--- src/rtl/gps_pkg.sv ---
// Shared GPS definitions: C/A code length, FSM state type and the PRN
// G2 tap-pair table used to form the satellite-specific code.
package gps_pkg;

  localparam int CODE_LEN = 1023;
  localparam int LFSR_W   = 10;

  typedef enum logic [1:0] {
    IDLE,
    SLEW,
    DONE
  } ca_state_e;

  // G2 output tap pair, stage numbers 1..10
  typedef struct packed {
    logic [3:0] a;
    logic [3:0] b;
  } tap_pair_t;

  // Entry k holds the tap pair for PRN k+1; high nibble = a, low nibble = b
  localparam logic [7:0] PRN_TAPS [32] = '{
    8'h26, 8'h37, 8'h48, 8'h59, 8'h19, 8'h2A, 8'h18, 8'h29,
    8'h3A, 8'h23, 8'h34, 8'h56, 8'h67, 8'h78, 8'h89, 8'h9A,
    8'h14, 8'h25, 8'h36, 8'h47, 8'h58, 8'h69, 8'h13, 8'h46,
    8'h57, 8'h68, 8'h79, 8'h8A, 8'h16, 8'h27, 8'h38, 8'h49
  };

  function automatic tap_pair_t prn_taps(input logic [4:0] n_sat);
    return tap_pair_t'(PRN_TAPS[n_sat]);
  endfunction

  // Select LFSR stage 'stage' (1-based) from a register whose bit i holds stage i+1
  function automatic logic lfsr_tap(input logic [LFSR_W-1:0] s, input logic [3:0] stage);
    logic r;
    r = 1'b0;
    for (int unsigned i = 0; i < LFSR_W; i++) begin
      if (32'(stage) == i + 1) r = s[i];
    end
    return r;
  endfunction

endpackage

--- src/rtl/ca_prn_lfsr.sv ---
// G1/G2 Gold-code LFSR pair with PRN tap selection. Reload wins over advance.
module ca_prn_lfsr
  import gps_pkg::*;
(
  input  logic       clk_in,
  input  logic       rst_in,
  input  logic       advance_in,
  input  logic       reload_in,
  input  logic [4:0] n_sat_in,
  output logic       chip_out
);

  // bit i holds stage i+1; stage 1 receives feedback
  logic [LFSR_W-1:0] g1_q, g1_d;
  logic [LFSR_W-1:0] g2_q, g2_d;
  tap_pair_t         taps;

  // next-state: reload to all ones, or shift one chip
  always_comb begin
    g1_d = g1_q;
    g2_d = g2_q;
    if (reload_in) begin
      g1_d = '1;
      g2_d = '1;
    end else if (advance_in) begin
      g1_d = {g1_q[LFSR_W-2:0], g1_q[2] ^ g1_q[9]};
      g2_d = {g2_q[LFSR_W-2:0],
              g2_q[1] ^ g2_q[2] ^ g2_q[5] ^ g2_q[7] ^ g2_q[8] ^ g2_q[9]};
    end
  end

  // LFSR state registers
  always_ff @(posedge clk_in or posedge rst_in) begin
    if (rst_in) begin
      g1_q <= '1;
      g2_q <= '1;
    end else begin
      g1_q <= g1_d;
      g2_q <= g2_d;
    end
  end

  // chip combines G1 output with the selected G2 taps; n_sat acts without reload
  always_comb begin
    taps     = prn_taps(n_sat_in);
    chip_out = g1_q[LFSR_W-1] ^ lfsr_tap(g2_q, taps.a) ^ lfsr_tap(g2_q, taps.b);
  end

endmodule

--- src/rtl/ca_code_gen.sv ---
// GPS C/A code generator: free-running chip index on chip strobes, with a
// phase-slew FSM that reloads the code and fast-forwards to a requested chip.
module ca_code_gen #(
  parameter int CODE_LEN = gps_pkg::CODE_LEN,
  parameter int SLEW_W   = 10
) (
  input  logic              clk_in,
  input  logic              rst_in,
  input  logic              enable_in,
  input  logic [4:0]        n_sat_in,
  input  logic              chip_tick_in,
  input  logic              ca_phase_start_in,
  input  logic [15:0]       ca_phase_in,
  output logic              code_phase_done_out,
  output logic              ca_chip_out,
  output logic              epoch_out,
  output logic [SLEW_W-1:0] chip_idx_out
);

  import gps_pkg::*;

  localparam logic [SLEW_W-1:0] IDX_LAST  = SLEW_W'(CODE_LEN - 1);
  localparam logic [15:0]       PHASE_MAX = 16'(CODE_LEN - 1);

  ca_state_e         state_q, state_d;
  logic [SLEW_W-1:0] idx_q, idx_d;
  logic [SLEW_W-1:0] cnt_q, cnt_d;
  logic              epoch_q, epoch_d;
  logic              done_q, done_d;
  logic              start_q, start_d;

  logic              start_edge;
  logic [SLEW_W-1:0] phase_clamped;
  logic              lfsr_adv;
  logic              lfsr_reload;
  logic              chip_raw;

  ca_prn_lfsr u_lfsr (
    .clk_in     (clk_in),
    .rst_in     (rst_in),
    .advance_in (lfsr_adv),
    .reload_in  (lfsr_reload),
    .n_sat_in   (n_sat_in),
    .chip_out   (chip_raw)
  );

  // start edge detection and requested phase clamped to the last chip
  always_comb begin
    start_d       = ca_phase_start_in;
    start_edge    = ca_phase_start_in & ~start_q;
    phase_clamped = (ca_phase_in >= PHASE_MAX) ? IDX_LAST : ca_phase_in[SLEW_W-1:0];
  end

  // FSM next-state, index/slew counters and LFSR control
  always_comb begin
    state_d     = state_q;
    idx_d       = idx_q;
    cnt_d       = cnt_q;
    epoch_d     = 1'b0;
    done_d      = 1'b0;
    lfsr_adv    = 1'b0;
    lfsr_reload = 1'b0;
    if (!enable_in) begin
      state_d     = IDLE;
      idx_d       = '0;
      cnt_d       = '0;
      lfsr_reload = 1'b1;
    end else begin
      unique case (state_q)
        IDLE: begin
          // start beats a coincident tick; the tick is dropped
          if (start_edge) begin
            lfsr_reload = 1'b1;
            idx_d       = '0;
            cnt_d       = phase_clamped;
            state_d     = SLEW;
          end else if (chip_tick_in) begin
            lfsr_adv = 1'b1;
            if (idx_q == IDX_LAST) begin
              idx_d   = '0;
              epoch_d = 1'b1;
            end else begin
              idx_d = idx_q + SLEW_W'(1);
            end
          end
        end
        SLEW: begin
          if (cnt_q == '0) begin
            state_d = DONE;
          end else begin
            lfsr_adv = 1'b1;
            idx_d    = (idx_q == IDX_LAST) ? '0 : idx_q + SLEW_W'(1);
            cnt_d    = cnt_q - SLEW_W'(1);
          end
        end
        DONE: begin
          done_d  = 1'b1;
          state_d = IDLE;
        end
        default: state_d = IDLE;
      endcase
    end
  end

  // state and registered outputs
  always_ff @(posedge clk_in or posedge rst_in) begin
    if (rst_in) begin
      state_q <= IDLE;
      idx_q   <= '0;
      cnt_q   <= '0;
      epoch_q <= 1'b0;
      done_q  <= 1'b0;
      start_q <= 1'b0;
    end else begin
      state_q <= state_d;
      idx_q   <= idx_d;
      cnt_q   <= cnt_d;
      epoch_q <= epoch_d;
      done_q  <= done_d;
      start_q <= start_d;
    end
  end

  // pulses and chip are forced low at once by disable or reset
  always_comb begin
    code_phase_done_out = done_q & enable_in;
    epoch_out           = epoch_q & enable_in;
    ca_chip_out         = chip_raw & enable_in & ~rst_in;
    chip_idx_out        = idx_q;
  end

endmodule

--- config.mk ---
export PLATFORM = sky130hd
export DESIGN_NAME = ca_code_gen
export DESIGN_NICKNAME = d
export VERILOG_FILES = /design/src/rtl/gps_pkg.sv /design/src/rtl/ca_prn_lfsr.sv /design/src/rtl/ca_code_gen.sv
export SDC_FILE = /design/constraint.sdc
export NUM_CORES = 1
export LEC_CHECK = 0
export CAP_MARGIN = 20
export CORE_MARGIN = 2
export CORE_UTILIZATION = 56
export DETAILED_ROUTE_END_ITERATION = 8
export PLACE_DENSITY = 0.8
export SETUP_SLACK_MARGIN = 0.05
export SYNTH_ARGS = -nofsm -noshare
export SYNTH_HDL_FRONTEND = slang
export SYNTH_SLANG_ARGS = --single-unit
--- constraint.sdc ---
create_clock -name clk_in -period 3.05 [get_ports clk_in]
set_clock_uncertainty 0.1 [all_clocks]
set_input_delay 0.305 -clock clk_in [delete_from_list [all_inputs] [get_ports clk_in]]
set_output_delay 0.305 -clock clk_in [all_outputs]
set_load 0.1 [all_outputs]
==> flow_summary.ini, run 1 <==
[run_status]
outcome = finished, final reports clean

[logic_synthesis]
synth_compound_area_share_pct = 21.7
synth_cell_types = 70
synth_edf_count = 0
synth-simple-area-share_pct = 29.2
syn_area_um2 = 3210
synth_top_family_by_area = simple AND/OR/NAND/NOR gates
synth_xor_area_share_pct = 2.46
post-synth-top-count-cell = nor2_1
synthTopCellsByCount = 49 x nor2_1, 28 x nand2_1, 27 x nor3_1, 27 x o21ai_0
ys.flop_type = dfrtp_1
synth_area_leader_cell = dfrtp_1
yosysWarnings = 0
synth.mux.area_fraction_pct = 1.01
synthAdderAreaFrac_pct = 3.90
synth_top_area_share_pct = 19.5
synth_cells = 385
synth-seq-cells = 45
seq_area_frac_synth_pct = 35.9
synth.avg_cell_area_um2 = 8.34
synth_nets = 421
ys_top_cells_by_area = dfrtp_1 19%, dfstp_2 16%, nor2_1 5.7%
async_flop_share_pct = 100

[power_and_ir_drop]
p_comb_share_pct = 30.2
pwr-share-seq_pct = 41.2
peakVddDrop_v = 0.000297
p_clk_share_pct = 28.6
p_int_w = 0.00112
leakage_nw = 1.75
powerDensity_nw_per_um2 = 402
switchingPower_w = 0.000534
p_sw_share_pct = 32.2

[clock_network]
cts_root_buf = clkbuf_8
cts_buffers = 5
clockBufferDepth = 2
htree_num_levels = 2
cts_tree = done
clk_pin_slew_ns = 0.09
clk_latency_ns = 0.30
ctsHoldBuffers = 0
cts_sinks = 45

[grt]
antenna_found_initial = 0
grt_pass1_vias = 3048
gr-total-overflow = 0
grt_usage_pct = 28.1
grt_max_degree = 46
grt_pass1_wl_um = 14200

[placed_design]
dp.cells = 516
routabilityCongestion = 0.910
pre_cts_ws_ns = -0.553
hpwl_um = 5810
numPortBuffers = 38
placed_area_um2 = 3880

[final_layout]
layout-drive-gt1-share_pct = 25.2
nFillCells = 422
final_net_count = 491
fin_cells = 528
diodes = 0
area_growth_pct = 28.5
design_area_um2 = 4130
postLayoutCoreUtil_pct = 74.9

[worst_setup_path]
reg2regPathDepth = 11
end_kind = output port
worst-setup-path-type = input port to output port
path_delay_family = simple AND/OR/NAND/NOR gates
cp_slowest_cell = mux4_2
critPathLaunchType = input port
crit_top_cell = buf_6
max_stage_delay_ns = 0.51
crit_chain = buf_6 -> buf_6 -> ha_4 -> and2b_1 -> o41ai_4 -> or2_4 -> mux4_2 -> nand3_2 -> a21o_1 -> a21oi_2 -> nor3b_4 -> buf_12
cp.required_ns = 2.64
critPathBufInv = 3
crit_path_max_fanout = 3
worst-path-stages = 12
cp.arrival_ns = 2.64

[sta]
tns_ns = 0
worst-slew-pin-transition_ns = 0.768
fin_crit_sh_pct = 99.7
postLayoutSetupSlackWorst_ns = 0.00809
setup_viol = 0
fmax_mhz = 329
slew_viol_final = 0
hold_viol = 0
layout_min_cycle_time_ns = 3.04
rsz0062_at_grt = true
maxSlewHeadroom_pct = 48.7

[floorplanning]
core_area_um2 = 5510
chipHeight_um = 79.7
die_w_um = 79.7
io_pins = 39
rows = 27
start_util_pct = 58.3
dieArea_um2 = 6350

[routing]
initialDrtViolationCount = 314
detail_route.wl_per_cell_um = 15.8
antenna_left = 0
routed_via_density = 6.18
vias = 3262
drtPass1Iterations = 5
drc_errors = 0
drt_wl_total_um = 8320

[flow_run]
max_cap_violations = 0

[min_path]
hold_class = input port to flip-flop
holdPathStages = 1
cell usage in the layout (no fill, tap or decap), types with 4 or more instances in the layout:
| master | count |
|---|---|
| o21ai_0 | 26 |
| xor2_1 | 4 |
| xnor2_1 | 5 |
| o221ai_1 | 6 |
| nand4_1 | 5 |
| a21oi_1 | 23 |
| clkbuf_8 | 5 |
| nor2b_1 | 9 |
| nand2_1 | 28 |
| buf_4 | 52 |
| dfrtp_1 | 25 |
| nand3_1 | 13 |
| ha_1 | 7 |
| nor3_1 | 27 |
| nor2_1 | 48 |
| o31ai_1 | 6 |
| inv_1 | 13 |
| and2_1 | 4 |
| dfstp_2 | 20 |
| o21ai_1 | 12 |
| and2b_1 | 5 |
| clkdlybuf4s50_1 | 20 |
| nor3b_1 | 4 |
| nand2b_1 | 5 |
sequential cells by signal, summed over array words and instances (netlist names):
name and count:
chip_idx_out 10, cnt_q 10, u_lfsr.g1_q 10, u_lfsr.g2_q 10
state_q 2, done_q 1, epoch_q 1, start_q 1
area by class of cell:
cell class	instances	area (µm²)	area share (%)
Multi-Input combinational cell	305	1970	47.8
Sequential cell	45	1150	27.9
Timing Repair Buffer	81	716	17.3
Clock buffer	7	119	2.88
Tap cell	72	90.1	2.18
Inverter	17	68.8	1.67
Clock inverter	1	8.76	0.212
worst reg2reg max path, stage by stage (launching register included):
cell	delay [ns]
dfrtp_1	0.44
inv_1	0.08
ha_1	0.18
or3b_4	0.42
and4bb_1	0.33
a21oi_2	0.09
o21ai_4	0.25
and2_1	0.20
buf_4	0.20
nor3_1	0.07
a21oi_1	0.14
o21ai_1	0.07
per-stage QoR:
stage	power, W	hold WS (ns)
after floorplan	0.000996	0.236
after global placement	0.00114	0.389
after detailed placement	0.00115	0.398
after CTS	0.00165	0.372
after global routing	0.00174	0.371
final	0.00166	0.374
cell families after synthesis:
logic type,count (synthesis)
compound gates,106
xor+xnor,9
fa+ha+maj,10
buf+inv,35
flops,45
mux,2
simple gates,178
path summary, 6_finish.rpt:
path | slack (ns) | end | start
setup / recovery | 0.008 | ca_chip_out | n_sat_in[0]
hold / removal | 0.37 | start_q$_DFF_PP0_ | ca_phase_start_in
setup reg to reg | 0.34 | chip_idx_out[3]$_DFFE_PP0P_ | cnt_q[1]$_DFFE_PP0P_
hold reg to reg | 0.41 | u_lfsr.g1_q[0]$_DFFE_PP1P_ | u_lfsr.g1_q[0]$_DFFE_PP1P_
max in group asynchronous | 2.03 | u_lfsr.g2_q[8]$_DFFE_PP1P_ | rst_in
min in group asynchronous | 0.44 | cnt_q[1]$_DFFE_PP0P_ | rst_in
power by group through the flow:
stage	Combinational [W]	Clock [W]	Sequential, W
after detailed placement	0.000463	0	0.000689
after global routing	0.000544	0.000508	0.000687
after CTS	0.000482	0.000486	0.000680
after global placement	0.000448	0	0.000688
after floorplan	0.000276	0	0.000720
final	0.000501	0.000474	0.000682
routing by layer:
layer / share of wire [%] / GRT usage [%]
met5: 0 / 0
met4: 1.9 / 6.03
met2: 49 / 47.1
met1: 43 / 38.7
met3: 5.9 / 3.96
timing repair:
action,in CTS,in global routing
gates cloned,1,0
resized for setup,21,10
endpoints found under the setup margin,1,1
setup buffers,2,1
pin swaps,9,11
Power figures use the tool's default switching activity.
==> inputs of run 2 (changes only) <==
Settings changed: GPL_ROUTABILITY_DRIVEN from default to 0.
==> flow_summary.ini, run 2 (same netlist as run 1, synthesis figures left out) <==
[routing]
drt_wl_total_um = 8160
routed_via_density = 5.98
initialDrtViolationCount = 234
antenna_left = 0
drc_errors = 0
maxUsedRoutingLayer = met4
met1Wirelength_um = 3630
drtPass1Iterations = 5
wl_met3_um = 457
vias = 3142
detail_route.wl_per_cell_um = 15.5
met2_length_um = 3900

[grt]
grt_pass1_wl_um = 13900
antenna_found_initial = 0
grt_max_degree = 46
gr-total-overflow = 0
grt_pass1_vias = 3059
grt_usage_pct = 27.4

[worst_setup_path]
reg2regPathDepth = 11
critPathLaunchType = input port
path_delay_family = simple AND/OR/NAND/NOR gates
r2r_setup_slack_ns = 0.40
r2r-end = chip_idx_out[6]$_DFFE_PP0P_
end_kind = output port
crit_chain = buf_6 -> buf_6 -> ha_4 -> and2b_1 -> o41ai_4 -> or2_4 -> mux4_2 -> nand3_2 -> a21o_1 -> a21oi_2 -> nor3b_4 -> buf_12
crit_top_cell = buf_6
regToRegStartpoint = cnt_q[0]$_DFFE_PP0P_
max_stage_delay_ns = 0.50
critPathBufInv = 3
cp_slowest_cell = mux4_2
crit_path_max_fanout = 3
cp.required_ns = 2.64
worst-path-stages = 12
cp.arrival_ns = 2.62
worst-setup-path-type = input port to output port

[placed_design]
numPortBuffers = 38
hpwl_um = 5750
dp.cells = 514

[final_layout]
layout-drive-gt1-share_pct = 24.7
postLayoutCoreUtil_pct = 74.4
final_net_count = 488
diodes = 0
area_growth_pct = 27.6
layout_commonest_cell = buf_4
fin_cells = 525
most-common-layout-cells = 50 x buf_4, 48 x nor2_1, 28 x nand2_1

[sta]
slew_viol_final = 0
hold_viol = 0
tns_ns = 0
maxSlewHeadroom_pct = 49.7
setup_viol = 0
fin_hold_ws_ns = 0.370
fin_crit_sh_pct = 99.2
fmax_mhz = 330
worst-slew-pin-transition_ns = 0.752
layout_min_cycle_time_ns = 3.03
rsz0062_at_grt = true

[clock_network]
htree_num_levels = 2
cts_tree = done
clockBufferDepth = 2
clk_latency_ns = 0.30
cts_sinks = 45
cts_buffers = 5
cts_root_buf = clkbuf_8
clk_pin_slew_ns = 0.09

[floorplanning]
start_util_pct = 58.3
core_area_um2 = 5510
rows = 27
io_pins = 39
dieArea_um2 = 6350
chipHeight_um = 79.7
die_w_um = 79.7

[min_path]
hold_end = start_q$_DFF_PP0_
holdPathStages = 1
min_from = ca_phase_start_in
hold_class = input port to flip-flop

[power_and_ir_drop]
powerDensity_nw_per_um2 = 387
leakage_nw = 1.73
peakVddDrop_v = 0.000384

[flow_run]
max_cap_violations = 0

[run_status]
outcome = finished, final reports clean
==> run 2: cell type report <==
cell class              instances  area [µm²]
clock buffers                   7        97.6
clock inverters                 1        5.00
fillers                       410        1410
inverters                      17        68.8
multi-input cells             305        1990
flip-flops and latches         45        1150
well taps                      72        90.1
repair buffers                 78         694
==> run 2: worst max path at each step <==
stage	startpoint	endpoint	slack (ns)
2_1_floorplan	n_sat_in[1]	ca_chip_out	-0.32
4_1_cts	n_sat_in[0]	ca_chip_out	-0.002
3_5_place_dp	n_sat_in[1]	ca_chip_out	-0.56
6_report	n_sat_in[0]	ca_chip_out	0.02
5_1_grt	n_sat_in[0]	ca_chip_out	-0.08
3_3_place_gp	n_sat_in[1]	ca_chip_out	-0.46
==> run 2: power by group <==
part	internal, W	total [W]	switching [W]
combinational	0.000217	0.000495	0.000278
clock	0.000210	0.000409	0.000199
sequential	0.000640	0.000681	0.0000414
==> run 2: per-layer routing <==
metal	GRT usage (%)	vias to the layer above
met1	36.4	1496
met5	0	-
met4	8.97	0
met3	5.32	22
met2	45.0	99
li1	-	1525
==> run 2: timing repair <==
item	in CTS	in global routing
hold buffers	0	0
gates resized for setup	21	12
gates cloned	1	0
buffers inserted	2	0
pin swaps	9	4
endpoints found under the setup margin	1	1
==> run 2: through the flow <==
step / setup WS [ns] / total power, W / instance area, µm²
finish: 0.0229 / 0.00159 / 4100
global route: -0.0804 / 0.00167 / 4100
CTS: -0.00229 / 0.00157 / 4050
detailed placement: -0.559 / 0.00115 / 3870
global placement: -0.460 / 0.00113 / 3870
floorplan: -0.323 / 0.000996 / 3260
==> inputs of run 3 (changes only) <==
Settings changed: SLEW_MARGIN from default to 25.
==> results of run 3 <==
No change in the layout: final DEF, timing and power equal those of run 2.
